$ cat src/rtl/reg_bus_pkg.sv
// Shared types and sizing helpers for the register-bus arbiter slice.
// No logic of its own; imported by reg_bus_arbiter and rr_arbiter.
// Not applicable: no datapath, no flow control.
package reg_bus_pkg;

    localparam int W_WIDTH_DEF = 8;

    typedef enum logic [1:0] {
        ST_IDLE   = 2'd0,
        ST_ACCESS = 2'd1,
        ST_DONE   = 2'd2
    } state_t;

    // Width of the ACCESS timeout counter (counts 0 .. timeout-1).
    function automatic int cnt_width(input int timeout);
        return (timeout > 1) ? $clog2(timeout) : 1;
    endfunction

    // Width of a requester index.
    function automatic int idx_width(input int n);
        return (n > 1) ? $clog2(n) : 1;
    endfunction

endpackage

$ cat src/rtl/rr_arbiter.sv
// Round-robin pick among N_REQ requesters, starting the search at `start`.
// Purely combinational: grant follows req/start in the same cycle.
// No flow control; the caller decides when a grant is consumed.
module rr_arbiter
    import reg_bus_pkg::*;
#(
    parameter int N_REQ = 2
) (
    input  logic [N_REQ-1:0]            req,
    input  logic [idx_width(N_REQ)-1:0] start,
    output logic [N_REQ-1:0]            grant,
    output logic [idx_width(N_REQ)-1:0] grant_idx,
    output logic                        grant_vld
);

    localparam int IW = idx_width(N_REQ);

    // Scan from the farthest offset back to `start` so the nearest requester wins last.
    always_comb begin
        logic [IW:0] pos;
        grant     = '0;
        grant_idx = '0;
        grant_vld = 1'b0;
        pos       = '0;
        for (int i = N_REQ - 1; i >= 0; i--) begin
            pos = {1'b0, start} + (IW + 1)'(i);
            if (pos >= (IW + 1)'(N_REQ)) begin
                pos = pos - (IW + 1)'(N_REQ);
            end
            if (req[pos[IW-1:0]]) begin
                grant              = '0;
                grant[pos[IW-1:0]] = 1'b1;
                grant_idx          = pos[IW-1:0];
                grant_vld          = 1'b1;
            end
        end
    end

endmodule

$ cat src/rtl/reg_bus_arbiter.sv
// Shares one register bus between N_REQ requesters, round-robin, one access at a time.
// req->done 3 cycles with prompt ack, 4 cycles per back-to-back access, TIMEOUT+2 on abort.
// Requesters hold req until their done pulse; a stalled decoder is cut off by the timeout.
module reg_bus_arbiter
    import reg_bus_pkg::*;
#(
    parameter int W_WIDTH = W_WIDTH_DEF,
    parameter int N_REQ   = 2,
    parameter int TIMEOUT = 15
) (
    input  logic                     clk,
    input  logic                     rst_n,
    input  logic [N_REQ-1:0]         req,
    input  logic [N_REQ-1:0]         req_wr_rd_s,
    input  logic [N_REQ*W_WIDTH-1:0] req_addr,
    input  logic [N_REQ*W_WIDTH-1:0] req_wdata,
    output logic [N_REQ-1:0]         done,
    output logic [W_WIDTH-1:0]       rsp_rdata,
    output logic                     rsp_err,
    output logic                     sel_en,
    output logic                     wr_rd_s,
    output logic [W_WIDTH-1:0]       addr,
    output logic [W_WIDTH-1:0]       wdata,
    input  logic                     ack,
    input  logic [W_WIDTH-1:0]       rd_data
);

    localparam int            IW       = idx_width(N_REQ);
    localparam int            CW       = cnt_width(TIMEOUT);
    localparam logic [CW-1:0] CNT_LAST = CW'(TIMEOUT - 1);

    state_t               state, state_nxt;
    logic [IW-1:0]        ptr, ptr_nxt;        // first requester looked at on the next pick
    logic [IW-1:0]        winner, winner_nxt;
    logic [CW-1:0]        cnt, cnt_nxt;
    logic                 setup, setup_nxt;    // first ACCESS cycle, decoders cannot ack yet
    logic                 sel_en_nxt, wr_rd_s_nxt, rsp_err_nxt;
    logic [W_WIDTH-1:0]   addr_nxt, wdata_nxt, rsp_rdata_nxt;
    logic [N_REQ-1:0]     done_nxt;

    logic [N_REQ-1:0]     grant;
    logic [IW-1:0]        grant_idx;
    logic                 grant_vld;
    logic                 grant_wr;
    logic [W_WIDTH-1:0]   grant_addr, grant_wdata;

    rr_arbiter #(
        .N_REQ (N_REQ)
    ) u_rr (
        .req       (req),
        .start     (ptr),
        .grant     (grant),
        .grant_idx (grant_idx),
        .grant_vld (grant_vld)
    );

    // AND-OR select of the winning requester's access fields.
    always_comb begin
        grant_wr    = 1'b0;
        grant_addr  = '0;
        grant_wdata = '0;
        for (int i = 0; i < N_REQ; i++) begin
            if (grant[i]) begin
                grant_wr    = grant_wr    | req_wr_rd_s[i];
                grant_addr  = grant_addr  | req_addr[i*W_WIDTH +: W_WIDTH];
                grant_wdata = grant_wdata | req_wdata[i*W_WIDTH +: W_WIDTH];
            end
        end
    end

    // Next-state and next registered-output values of the access sequencer.
    always_comb begin
        state_nxt     = state;
        ptr_nxt       = ptr;
        winner_nxt    = winner;
        cnt_nxt       = cnt;
        setup_nxt     = setup;
        sel_en_nxt    = sel_en;
        wr_rd_s_nxt   = wr_rd_s;
        addr_nxt      = addr;
        wdata_nxt     = wdata;
        done_nxt      = '0;
        rsp_rdata_nxt = rsp_rdata;
        rsp_err_nxt   = rsp_err;
        case (state)
            ST_IDLE: begin
                if (grant_vld) begin
                    winner_nxt  = grant_idx;
                    wr_rd_s_nxt = grant_wr;
                    addr_nxt    = grant_addr;
                    wdata_nxt   = grant_wdata;
                    sel_en_nxt  = 1'b1;
                    cnt_nxt     = '0;
                    setup_nxt   = 1'b1;
                    state_nxt   = ST_ACCESS;
                end
            end
            ST_ACCESS: begin
                setup_nxt = 1'b0;
                if (ack) begin
                    rsp_rdata_nxt    = wr_rd_s ? '0 : rd_data;
                    rsp_err_nxt      = 1'b0;
                    sel_en_nxt       = 1'b0;
                    done_nxt[winner] = 1'b1;
                    state_nxt        = ST_DONE;
                end else if (!setup) begin
                    if (cnt == CNT_LAST) begin
                        rsp_rdata_nxt    = '0;
                        rsp_err_nxt      = 1'b1;
                        sel_en_nxt       = 1'b0;
                        done_nxt[winner] = 1'b1;
                        state_nxt        = ST_DONE;
                    end else begin
                        cnt_nxt = cnt + 1'b1;
                    end
                end
            end
            ST_DONE: begin
                ptr_nxt   = (winner == IW'(N_REQ - 1)) ? '0 : winner + 1'b1;
                state_nxt = ST_IDLE;
            end
            default: begin
                state_nxt = ST_IDLE;
            end
        endcase
    end

    // State, pointer and all outputs registered; synchronous active-low reset.
    always_ff @(posedge clk) begin
        if (!rst_n) begin
            state     <= ST_IDLE;
            ptr       <= '0;
            winner    <= '0;
            cnt       <= '0;
            setup     <= 1'b0;
            sel_en    <= 1'b0;
            wr_rd_s   <= 1'b0;
            addr      <= '0;
            wdata     <= '0;
            done      <= '0;
            rsp_rdata <= '0;
            rsp_err   <= 1'b0;
        end else begin
            state     <= state_nxt;
            ptr       <= ptr_nxt;
            winner    <= winner_nxt;
            cnt       <= cnt_nxt;
            setup     <= setup_nxt;
            sel_en    <= sel_en_nxt;
            wr_rd_s   <= wr_rd_s_nxt;
            addr      <= addr_nxt;
            wdata     <= wdata_nxt;
            done      <= done_nxt;
            rsp_rdata <= rsp_rdata_nxt;
            rsp_err   <= rsp_err_nxt;
        end
    end

endmodule

$ cat config.mk
export PLATFORM = sky130hd
export DESIGN_NAME = reg_bus_arbiter
export DESIGN_NICKNAME = d
export VERILOG_FILES = /design/src/rtl/reg_bus_pkg.sv /design/src/rtl/rr_arbiter.sv /design/src/rtl/reg_bus_arbiter.sv
export SDC_FILE = /design/constraint.sdc
export NUM_CORES = 1
export LEC_CHECK = 0
export ABC_AREA = 1
export ABC_CLOCK_PERIOD_IN_PS = 1200
export BUFFER_PORTS_ARGS = -buffer_cell sky130_fd_sc_hd__clkbuf_2
export CORE_AREA = 2 2 67 69
export CTS_BUF_LIST = sky130_fd_sc_hd__clkbuf_16
export CTS_CLUSTER_DIAMETER = 150
export DETAILED_ROUTE_END_ITERATION = 10
export DIE_AREA = 0 0 69 71
export GPL_ROUTABILITY_DRIVEN = 0
export HOLD_SLACK_MARGIN = 0.06
export PLACE_DENSITY = 0.73
export SYNTH_ARGS = -nofsm -noshare
export SYNTH_HDL_FRONTEND = slang
export SYNTH_HIERARCHICAL = 1
export SYNTH_SLANG_ARGS = --single-unit
$ cat constraint.sdc
create_clock -name clk -period 1.2 [get_ports clk]
set_input_delay 0.12 -clock clk [delete_from_list [all_inputs] [get_ports clk]]
set_output_delay 0.12 -clock clk [all_outputs]
set_load 0.05 [all_outputs]
; ---- Yosys cells after proc, flatten, opt, wreduce, memory -nomap -nowiden
; Cells that the tools add are included.
[op_classes]
add_sub_neg = 5
eq_ne = 10
n_reduce_logical = 13
n_lt_le_gt_ge = 8
n_bitwise = 3
n_mux = 51
[op_table]
columns = op, count
row1 = two-way mux 8 bit, 8
row2 = two-way mux 1 bit, 23
row3 = two-way mux 2 bit, 9
row4 = two-way mux 4 bit, 4
row5 = bitwise OR 8 bit, 2
row6 = "!= test 2 bit, second input constant", 5
row7 = one-hot mux 4 bit (2 select lines), 1
row8 = "less-than comparator 1 x 2 -> 1 bit, second input constant", 3
row9 = "!= test 3 bit, second input constant", 2
row10 = AND reduction 2 bit, 3
row11 = AND reduction 3 bit, 2
row12 = AND reduction 5 bit, 1
row13 = "adder 4 x 1 -> 4 bit, second input constant", 1
row14 = "== test 4 bit, second input constant", 1
row15 = one-hot mux 1 bit (2 select lines), 2
row16 = one-hot mux 2 bit (2 select lines), 1
row17 = AND reduction 4 bit, 1
row18 = nonzero test 2 bit, 2
row19 = demux 1 bit (select 1 bit), 3
row20 = "greater-or-equal comparator 1 bit, second input constant", 3
row21 = logical AND 1 bit, 3
row22 = "adder 1 x 1 -> 2 bit, second input constant", 1
row23 = "== test 2 x 1 -> 1 bit, second input constant", 1
row24 = "== test 2 bit, second input constant", 1
row25 = other kinds (6), 7
[totals]
input_bits = 47
elab_cells = 102
output_inout_bits = 29
ff_bits = 38

; ---- Longest topological paths before layout
; Gate-level depths: netlist of the first run.
[depth]
ltp_word = 12
mapped_depth = 9
depth_no_buf = 9

; ---- Modules after synthesis
; The synthesis of the first run kept the hierarchy.
[modules_own_cells]
columns = module, seq_area_each_um2, n_inst, area_each_um2, cells_per_inst
row1 = reg_bus_arbiter, 760.7, 1, 1677.9, 226
row2 = rr_arbiter, 0.0, 1, 33.8, 7

; ---- Least setup slack after synthesis of the first run
; OpenSTA, ideal clock, no wires.
[synth_timing]
path_type = reg2reg
from = reg cnt[0]
to = reg cnt[1]
arrival_ps = 1172
setup_slack_ps = -85
synth_period_minus_slack_ps = 1285
stages_incl_launch_ff = 9
path_buffers = 0
t_required_ps = 1087
path_cell_list = dfxtp_1 inv_1 ha_1 nand3_2 nand2_2 o21ai_1 inv_1 nor2_1 nor2_1
[synth_between]
elab_chain_len = 5
elab_cells_between_ends = 8
[synth_rtl]
columns = element, line_no
row1 = "start, declared", reg_bus_arbiter.sv:35  ; logic [CW-1:0] cnt, cnt_nxt;
row2 = "start signal, assigned", reg_bus_arbiter.sv:147  ; cnt <= cnt_nxt;
row3 = adder 4 x 1 -> 4 bit, reg_bus_arbiter.sv:114  ; cnt_nxt = cnt + 1'b1;
row4 = two-way mux 4 bit, reg_bus_arbiter.sv:107  ; if (cnt == CNT_LAST) begin
row5 = two-way mux 4 bit, reg_bus_arbiter.sv:106  ; end else if (!setup) begin
row6 = two-way mux 4 bit, reg_bus_arbiter.sv:100  ; if (ack) begin
row7 = one-hot mux 4 bit (2 select lines), reg_bus_arbiter.sv:85  ; case (state)
; Several ways; a longest one is shown, not always the timed one. The select of a mux whose other input is x is not followed.
; A chain may end at the register's enable or synchronous reset.

; ---- Worst setup path after layout of the first run
[layout_timing]
from = reg cnt[0]
to = reg rsp_rdata[4]
[layout_between]
elab_chain_len = 3
[layout_rtl]
columns = element, line_no
row1 = == test 4 bit, reg_bus_arbiter.sv:107
row2 = nonzero test 2 bit (no line), n/a
row3 = AND reduction 3 bit (no line), n/a
row4 = "end signal, assigned", reg_bus_arbiter.sv:154  ; rsp_rdata <= rsp_rdata_nxt;
row5 = "end, declared", reg_bus_arbiter.sv:18  ; output logic [W_WIDTH-1:0] rsp_rdata,
; No other way between the ends.

==> metrics.txt, run 1 <==
# TYPE chip_impl_metric gauge
chip_impl_metric{name="synth.net_count",unit=""} 282
chip_impl_metric{name="post_synthesis_cell_area",unit="sq um"} 1710
chip_impl_metric{name="netSwitchingPower",unit="mW"} 1.41
chip_impl_metric{name="pwr_density_cell",unit="nW/um^2"} 1620
chip_impl_metric{name="route.final.wire_length",unit="microns"} 4070
chip_impl_metric{name="fin_skew",unit="ns"} 0.00640
chip_impl_metric{name="swShare",unit=""} 0.356
chip_impl_metric{name="worst_ir_drop_vdd",unit="mV"} 0.848
chip_impl_metric{name="placement.io_buffers",unit=""} 75
chip_impl_info{name="violations",value="setup timing"} 1
chip_impl_metric{name="synthesis_warnings",unit=""} 6
chip_impl_info{name="worst_path_dominant_cell_family",value="simple AND/OR/NAND/NOR gates"} 1
chip_impl_info{name="min_from",value="rd_data[7]"} 1
chip_impl_metric{name="first_pass_iters",unit=""} 4
chip_impl_metric{name="drt-initial-drc-count",unit=""} 58
chip_impl_metric{name="timing.final.ws_setup",unit="ns"} -0.0361
chip_impl_metric{name="rows",unit=""} 24
chip_impl_metric{name="die-area",unit="sq um"} 4900
chip_impl_metric{name="first_pass_grt_wire_length",unit="microns"} 6890
chip_impl_metric{name="share_of_the_cycle_needed_by_the_critical_path_after_routing",unit=""} 1.03
chip_impl_metric{name="die_w",unit="microns"} 69
chip_impl_info{name="grt_setup_unrepaired",value="yes"} 1
chip_impl_info{name="tritoncts",value="done"} 1
chip_impl_metric{name="post_drt_via_cell_ratio",unit=""} 4.77
chip_impl_info{name="synthFlopType",value="sky130_fd_sc_hd__dfxtp_1"} 1
chip_impl_metric{name="register_share_of_total_power",unit=""} 0.383
chip_impl_metric{name="finalNonFillerCells",unit=""} 370
chip_impl_metric{name="finalHoldViolCount",unit=""} 0
chip_impl_metric{name="finalMaxSlewViolations",unit=""} 0
chip_impl_metric{name="worst-endpoint-required",unit="ns"} 1.37
chip_impl_metric{name="via_count_of_the_first_global_routing_pass",unit=""} 1656
chip_impl_metric{name="final_util",unit=""} 0.580
chip_impl_info{name="worstHoldPathType",value="input port to register"} 1
chip_impl_metric{name="grt_usage",unit=""} 0.173
chip_impl_metric{name="floorplan.io_pins",unit=""} 76
chip_impl_metric{name="total_leakage_power",unit="nW"} 1.17
chip_impl_metric{name="cap_violations",unit=""} 0
chip_impl_metric{name="power_frac_comb",unit=""} 0.307
chip_impl_info{name="critPathCaptureType",value="register"} 1
chip_impl_info{name="critical-path-slowest-cell",value="sky130_fd_sc_hd__dfxtp_2"} 1
chip_impl_metric{name="cts_hold_repair.buffers",unit=""} 0
chip_impl_metric{name="preCtsSetupSlack",unit="ns"} -0.0353
chip_impl_metric{name="sequential_cell_area",unit="sq um"} 766
chip_impl_metric{name="max_freq",unit="MHz"} 809
chip_impl_metric{name="floorplan.initialDensity",unit=""} 0.407
chip_impl_metric{name="diodes",unit=""} 0
chip_impl_metric{name="clock_latency_on_the_worst_skew_pair",unit="ns"} 0.28
chip_impl_metric{name="half_perimeter_wire_length_of_the_detailed_placement_result",unit="microns"} 2990
chip_impl_metric{name="synth_area_per_cell",unit="sq um"} 7.35
chip_impl_metric{name="route.vias.total",unit=""} 1766
chip_impl_metric{name="ys_async_sr_fraction",unit=""} 0
chip_impl_metric{name="tightestPinTransition",unit="ns"} 0.442
chip_impl_info{name="cp-start-kind",value="register"} 1
chip_impl_metric{name="dp_cells",unit=""} 362
chip_impl_metric{name="portion_of_the_post_synthesis_area_used_by_sequential_elements",unit=""} 0.444
chip_impl_metric{name="htree_levels",unit=""} 2
chip_impl_metric{name="final-setup-viol-count",unit=""} 6
chip_impl_metric{name="ant_nets",unit=""} 0
chip_impl_metric{name="internal_power",unit="mW"} 2.55
chip_impl_info{name="timing.critical_path.cells",value="inv_2 -> ha_4 -> nand3_4 -> nand2_4 -> nand3_4 -> buf_6 -> a21oi_1 -> nor2_1"} 1
chip_impl_metric{name="cts_sink_cnt",unit=""} 38
chip_impl_info{name="path_common_cell",value="sky130_fd_sc_hd__nand3_4"} 1
chip_impl_metric{name="clock_pin_slew_of_the_registers_on_the_worst_case_setup_and_hold_paths",unit="ns"} 0.05
chip_impl_metric{name="synth_enable_flop_cells",unit=""} 0
chip_impl_metric{name="postSynthCellCount",unit=""} 233
chip_impl_metric{name="grt_antenna_before_repair",unit=""} 0
chip_impl_metric{name="die_y",unit="microns"} 71
chip_impl_metric{name="finalSetupTns",unit="ns"} -0.101
chip_impl_metric{name="cp_data_arrival_time",unit="ns"} 1.41
chip_impl_metric{name="remaining_drc_errors",unit=""} 0
chip_impl_metric{name="synth.ff_latch_count",unit=""} 38
chip_impl_metric{name="max-clock-path-buffers",unit=""} 2
chip_impl_metric{name="flow.area_growth_from_synthesis",unit="%"} 42.5
chip_impl_info{name="clockRootBuffer",value="sky130_fd_sc_hd__clkbuf_16"} 1
chip_impl_info{name="startpoint",value="cnt[0]$_SDFFE_PN0P_"} 1
chip_impl_metric{name="cts_made_buffers",unit=""} 5
chip_impl_metric{name="critical_path.max_fanout",unit=""} 8
chip_impl_info{name="run_status",value="finished, violations left"} 1
chip_impl_metric{name="gr-total-overflow",unit=""} 0
chip_impl_info{name="timing.rr.start",value="cnt[0]$_SDFFE_PN0P_"} 1
chip_impl_metric{name="final_layout_size_suffix_gt1_frac",unit=""} 0.409
chip_impl_metric{name="core_region_area",unit="sq um"} 4200
chip_impl_metric{name="critical_path_buf_inv_count",unit=""} 2
chip_impl_metric{name="layout.filler_cells",unit=""} 396
chip_impl_metric{name="timing.slew.headroom",unit=""} 0.705
chip_impl_metric{name="fin_crit",unit="ns"} 1.24
chip_impl_metric{name="multiInputGateArea",unit="sq um"} 876
chip_impl_metric{name="routedWlPerCell",unit="microns"} 11.0
chip_impl_metric{name="crit_path_max_incr_delay",unit="ns"} 0.32
chip_impl_info{name="path_class",value="register to register"} 1
chip_impl_metric{name="nNetsFinal",unit=""} 367
chip_impl_metric{name="pwr-share-clk",unit=""} 0.310
chip_impl_metric{name="yosysUniqueCellTypes",unit=""} 32
chip_impl_metric{name="grt_start_max_net_pins",unit=""} 35
## worst reg2reg max path: stages (launching register included)
cell,delay (ns)
sky130_fd_sc_hd__dfxtp_2,0.32
sky130_fd_sc_hd__inv_2,0.07
sky130_fd_sc_hd__ha_4,0.14
sky130_fd_sc_hd__nand3_4,0.08
sky130_fd_sc_hd__nand2_4,0.11
sky130_fd_sc_hd__nand3_4,0.09
sky130_fd_sc_hd__buf_6,0.16
sky130_fd_sc_hd__a21oi_1,0.12
sky130_fd_sc_hd__nor2_1,0.05
## area by class of cell
cell class | instances | share of cell area
Clock inverter | 2 | 0.00462
Clock buffer | 5 | 0.0513
Tap cell | 52 | 0.0267
Timing Repair Buffer | 90 | 0.208
Inverter | 20 | 0.0359
Multi-Input combinational cell | 163 | 0.359
Sequential cell | 38 | 0.314
## through the flow
step	total power [mW]	cell area, sq um	hold WS (ns)
global route	4.16	2440	0.0795
detailed placement	2.69	2210	0.357
global placement	2.68	2210	0.350
finish	3.96	2440	0.0691
floorplan	2.37	1740	0.246
CTS	3.95	2380	0.0678
## cell usage in the layout, fill, tap and decap left out, types with 7 or more instances in the layout
cell type                  count
sky130_fd_sc_hd__inv_1        14
sky130_fd_sc_hd__a31oi_1      16
sky130_fd_sc_hd__o21ai_0      13
sky130_fd_sc_hd__clkbuf_2     75
sky130_fd_sc_hd__nor2_1       18
sky130_fd_sc_hd__nand2_2       7
sky130_fd_sc_hd__buf_4        12
sky130_fd_sc_hd__dfxtp_1      34
sky130_fd_sc_hd__nand2_1      64
sky130_fd_sc_hd__nand3_1       7
sky130_fd_sc_hd__a21oi_1       7
## cell families (layout without fill, tap and decap cells)
family                     after synthesis  in the layout  synth area share
and+or+nand+nor                        110            110             0.281
adders and majority gates                2              2            0.0146
AOI/OAI and AO/OA                       50             50             0.163
DFF                                     38             38             0.444
xor gates and xnor gates                 1              1           0.00512
buffers and inverters                   32            117            0.0921
## Yosys cell counts (3+ instances only)
library cell / n / share of area
sky130_fd_sc_hd__nor2_1: 21 / 0.046
sky130_fd_sc_hd__o21ai_1: 3 / 0.0088
sky130_fd_sc_hd__buf_2: 4 / 0.012
sky130_fd_sc_hd__o21ai_0: 16 / 0.047
sky130_fd_sc_hd__inv_1: 15 / 0.033
sky130_fd_sc_hd__nand2_2: 3 / 0.011
sky130_fd_sc_hd__a21oi_1: 12 / 0.035
sky130_fd_sc_hd__clkbuf_1: 3 / 0.0066
sky130_fd_sc_hd__nand2_1: 70 / 0.15
sky130_fd_sc_hd__a31oi_1: 16 / 0.058
sky130_fd_sc_hd__nand3_1: 7 / 0.020
sky130_fd_sc_hd__dfxtp_1: 38 / 0.44
## state kept, by name, summed over array words and instances (netlist names), 2 cells and up
register	cells
done	2
addr	8
rsp_rdata	8
wdata	8
cnt	4
state	2
## repair_timing
action,CTS,global route
buffers inserted,0,1
endpoints found under the setup margin,27,33
hold endpoints to repair,0,0
cloned,0,0
pin swaps,3,4
resized for setup,8,20
## power by group through the flow
stage	combinational [mW]	sequential (mW)	clock, mW
6_report	1.22	1.51	1.23
2_1_floorplan	0.453	1.92	0
3_3_place_gp	1.15	1.53	0
5_1_grt	1.32	1.53	1.30
3_5_place_dp	1.16	1.53	0
4_1_cts	1.18	1.51	1.25
## metal layers
layer	up-vias	wire, microns	track usage
met2	54	1980	0.304
met4	0	60	0.0654
met1	770	1750	0.196
met5	-	0	0
li1	936	-	-
met3	6	281	0.0541
## final timing paths
path                            cells past startpoint                         to  slack, ns
worst min register to register                      1         done[0]$_SDFF_PN0_       0.47
worst min-delay path                                3  rsp_rdata[7]$_SDFFE_PN0P_       0.07
worst max register to register                      8  rsp_rdata[4]$_SDFFE_PN0P_      -0.04
worst max-delay path                                8  rsp_rdata[4]$_SDFFE_PN0P_      -0.04
Note: power is estimated with default switching activity, not from simulation.
==> inputs of run 2 (changes only) <==
Settings changed: CAP_MARGIN from default to 20, CORE_AREA 2 2 67 69 to 4 4 68 70, CTS_BUF_LIST sky130_fd_sc_hd__clkbuf_16 to sky130_fd_sc_hd__clkbuf_8, DIE_AREA 0 0 69 71 to 0 0 72 74, PLACE_DENSITY 0.73 to 0.75.
==> run 2 against run 1 <==
Effect of this change:
- the flow still finishes with violations (setup timing)
- critical path depth unchanged
- core utilization up 2.6 points
- clock power down 31%
- first-iteration DRC count down 36%
- routed wire length up 3.2%
- worst hold slack worse by 0.0038 ns
- critical path type unchanged
==> metrics.txt, run 2 (synthesis gave the netlist of run 1 again) <==
# TYPE chip_impl_metric gauge
chip_impl_metric{name="core_region_area",unit="sq um"} 3970
chip_impl_metric{name="post_drt_via_cell_ratio",unit=""} 4.74
chip_impl_metric{name="diodes",unit=""} 0
chip_impl_info{name="clockRootBuffer",value="sky130_fd_sc_hd__clkbuf_8"} 1
chip_impl_metric{name="rows",unit=""} 23
chip_impl_metric{name="final_layout_size_suffix_gt1_frac",unit=""} 0.386
chip_impl_metric{name="total_leakage_power",unit="nW"} 1.18
chip_impl_metric{name="placement.io_buffers",unit=""} 75
chip_impl_info{name="tritoncts",value="done"} 1
chip_impl_metric{name="cts_sink_cnt",unit=""} 38
chip_impl_metric{name="preCtsSetupSlack",unit="ns"} -0.122
chip_impl_metric{name="nNetsFinal",unit=""} 374
chip_impl_metric{name="pwr_density_cell",unit="nW/um^2"} 1490
chip_impl_metric{name="first_pass_grt_wire_length",unit="microns"} 7380
chip_impl_metric{name="route.vias.total",unit=""} 1771
chip_impl_metric{name="floorplan.initialDensity",unit=""} 0.431
chip_impl_metric{name="remaining_drc_errors",unit=""} 0
chip_impl_metric{name="worst_ir_drop_vdd",unit="mV"} 0.996
chip_impl_info{name="final_cell_mix",value="sky130_fd_sc_hd__clkbuf_2 (75), sky130_fd_sc_hd__nand2_1 (69), sky130_fd_sc_hd__dfxtp_1 (34)"} 1
chip_impl_metric{name="max_freq",unit="MHz"} 794
chip_impl_metric{name="critical_path.max_fanout",unit=""} 5
chip_impl_metric{name="drt-initial-drc-count",unit=""} 37
chip_impl_metric{name="flow.area_growth_from_synthesis",unit="%"} 40.6
chip_impl_metric{name="met1_usage",unit=""} 0.210
chip_impl_metric{name="timing.reg2reg.worst_path_depth",unit=""} 8
chip_impl_metric{name="met2_usage",unit=""} 0.291
chip_impl_metric{name="grt_usage",unit=""} 0.173
chip_impl_metric{name="clock_pin_slew_of_the_registers_on_the_worst_case_setup_and_hold_paths",unit="ns"} 0.07
chip_impl_metric{name="first_pass_iters",unit=""} 4
chip_impl_info{name="reg2reg_to",value="done[1]$_SDFF_PN0_"} 1
chip_impl_info{name="path_class",value="register to register"} 1
chip_impl_metric{name="dp_cells",unit=""} 362
chip_impl_metric{name="die_y",unit="microns"} 74
chip_impl_metric{name="die-area",unit="sq um"} 5330
chip_impl_metric{name="cts_made_buffers",unit=""} 5
chip_impl_info{name="startpoint",value="cnt[0]$_SDFFE_PN0P_"} 1
chip_impl_info{name="grt_setup_unrepaired",value="yes"} 1
chip_impl_metric{name="floorplan.io_pins",unit=""} 76
chip_impl_metric{name="half_perimeter_wire_length_of_the_detailed_placement_result",unit="microns"} 3250
chip_impl_metric{name="via_count_of_the_first_global_routing_pass",unit=""} 1724
chip_impl_metric{name="timing.slew.headroom",unit=""} 0.813
chip_impl_metric{name="cap_violations",unit=""} 0
chip_impl_metric{name="hold-worst-slack",unit="ns"} 0.0653
chip_impl_metric{name="routedWlPerCell",unit="microns"} 11.2
chip_impl_info{name="cp-start-kind",value="register"} 1
chip_impl_metric{name="fin_crit",unit="ns"} 1.26
chip_impl_info{name="final_common_cell",value="sky130_fd_sc_hd__clkbuf_2"} 1
chip_impl_metric{name="die_w",unit="microns"} 72
chip_impl_metric{name="gr-total-overflow",unit=""} 0
chip_impl_metric{name="finalNonFillerCells",unit=""} 374
chip_impl_metric{name="route.final.wire_length",unit="microns"} 4200
chip_impl_metric{name="grt_util_met3",unit=""} 0.0581
chip_impl_metric{name="clock_latency_on_the_worst_skew_pair",unit="ns"} 0.28
chip_impl_metric{name="finalMaxSlewViolations",unit=""} 0
chip_impl_metric{name="share_of_the_cycle_needed_by_the_critical_path_after_routing",unit=""} 1.05
chip_impl_metric{name="final-setup-viol-count",unit=""} 12
chip_impl_info{name="run_status",value="finished, violations left"} 1
chip_impl_info{name="worstHoldPathType",value="input port to register"} 1
chip_impl_info{name="violations",value="setup timing"} 1
chip_impl_info{name="timing.rr.start",value="cnt[0]$_SDFFE_PN0P_"} 1
chip_impl_metric{name="worst-r2r-setup-slack",unit="ns"} -0.06
chip_impl_metric{name="worst-endpoint-required",unit="ns"} 1.41
chip_impl_metric{name="timing.final.ws_setup",unit="ns"} -0.0594
chip_impl_metric{name="grt_antenna_before_repair",unit=""} 0
chip_impl_metric{name="cp_data_arrival_time",unit="ns"} 1.47
chip_impl_metric{name="finalHoldViolCount",unit=""} 0
chip_impl_metric{name="tightestPinTransition",unit="ns"} 0.279
chip_impl_info{name="top_usage_layer",value="met2"} 1
chip_impl_info{name="worstSetupEndpoint",value="done[1]$_SDFF_PN0_"} 1
chip_impl_info{name="critPathCaptureType",value="register"} 1
chip_impl_metric{name="grt_start_max_net_pins",unit=""} 35
chip_impl_metric{name="fin_skew",unit="ns"} 0.00354
chip_impl_metric{name="ant_nets",unit=""} 0
chip_impl_info{name="min_from",value="rd_data[5]"} 1
chip_impl_metric{name="max-clock-path-buffers",unit=""} 2
chip_impl_metric{name="cells_on_worst_hold_path",unit=""} 3
chip_impl_info{name="layout_top_registers",value="addr: 8 flops, rsp_rdata: 8 flops, wdata: 8 flops"} 1
chip_impl_metric{name="htree_levels",unit=""} 2
==> run 2: worst min path at each step <==
stage                                end  slack [ns]
3_3_place_gp   rsp_rdata[5]$_SDFFE_PN0P_        0.35
6_report       rsp_rdata[5]$_SDFFE_PN0P_        0.07
4_1_cts        rsp_rdata[5]$_SDFFE_PN0P_        0.06
3_5_place_dp   rsp_rdata[2]$_SDFFE_PN0P_        0.36
5_1_grt             addr[5]$_SDFFE_PN0P_        0.07
2_1_floorplan  rsp_rdata[1]$_SDFFE_PN0P_        0.25
==> run 2: power breakdown <==
| group | switching (mW) | internal (mW) | leakage, nW | total (mW) |
|---|---|---|---|---|
| clock | 0.407 | 0.443 | 0.0431 | 0.849 |
| combinational | 0.822 | 0.400 | 0.820 | 1.22 |
| sequential | 0.0958 | 1.42 | 0.315 | 1.51 |
| total | 1.32 | 2.26 | 1.18 | 3.58 |
==> run 2: what timing repair did <==
| item | 4_1_cts | 5_1_grt |
|---|---|---|
| gates resized for setup | 7 | 8 |
| pin swaps | 2 | 3 |
| setup endpoints to repair | 32 | 37 |
| hold buffers | 2 | 0 |
| endpoints found under the hold margin | 2 | 0 |
| buffers inserted | 2 | 2 |
==> run 2: cell type report <==
class                           instances  area (sq um)
Sequential cell                        38           766
Clock buffer                            6          82.6
Inverter                               20          87.6
Timing Repair Buffer                   97           566
Tap cell                               50          62.6
Multi-Input combinational cell        163           843
Fill cell                             369          1560
==> run 2: metal layers <==
metal / part of all wire / vias up
met5: 0 / -
li1: - / 941
met3: 0.080 / 7
met4: 0.015 / 0
met1: 0.45 / 764
met2: 0.46 / 59
==> run 2: metrics by stage <==
| step | TNS [ns] | util | power, mW | instance area [sq um] |
|---|---|---|---|---|
| finish | -0.334 | 0.606 | 3.58 | 2410 |
| global route | -1.80 | 0.606 | 3.80 | 2410 |
| CTS | -0.434 | 0.597 | 3.61 | 2370 |
| detailed placement | -1.04 | 0.557 | 2.70 | 2210 |
| global placement | -0.209 | 0.557 | 2.68 | 2210 |
| floorplan | -0.152 | - | 2.37 | 1740 |
==> run 2: worst max-delay path, cell delays in order (launching register included) <==
cell and delay (ns):
sky130_fd_sc_hd__dfxtp_2 0.32, sky130_fd_sc_hd__inv_2 0.07, sky130_fd_sc_hd__ha_4 0.14, sky130_fd_sc_hd__nand3_4 0.08, sky130_fd_sc_hd__nand2_4 0.10, sky130_fd_sc_hd__nand3_4 0.11, sky130_fd_sc_hd__buf_4 0.16, sky130_fd_sc_hd__buf_6 0.11
sky130_fd_sc_hd__nor3_2 0.10
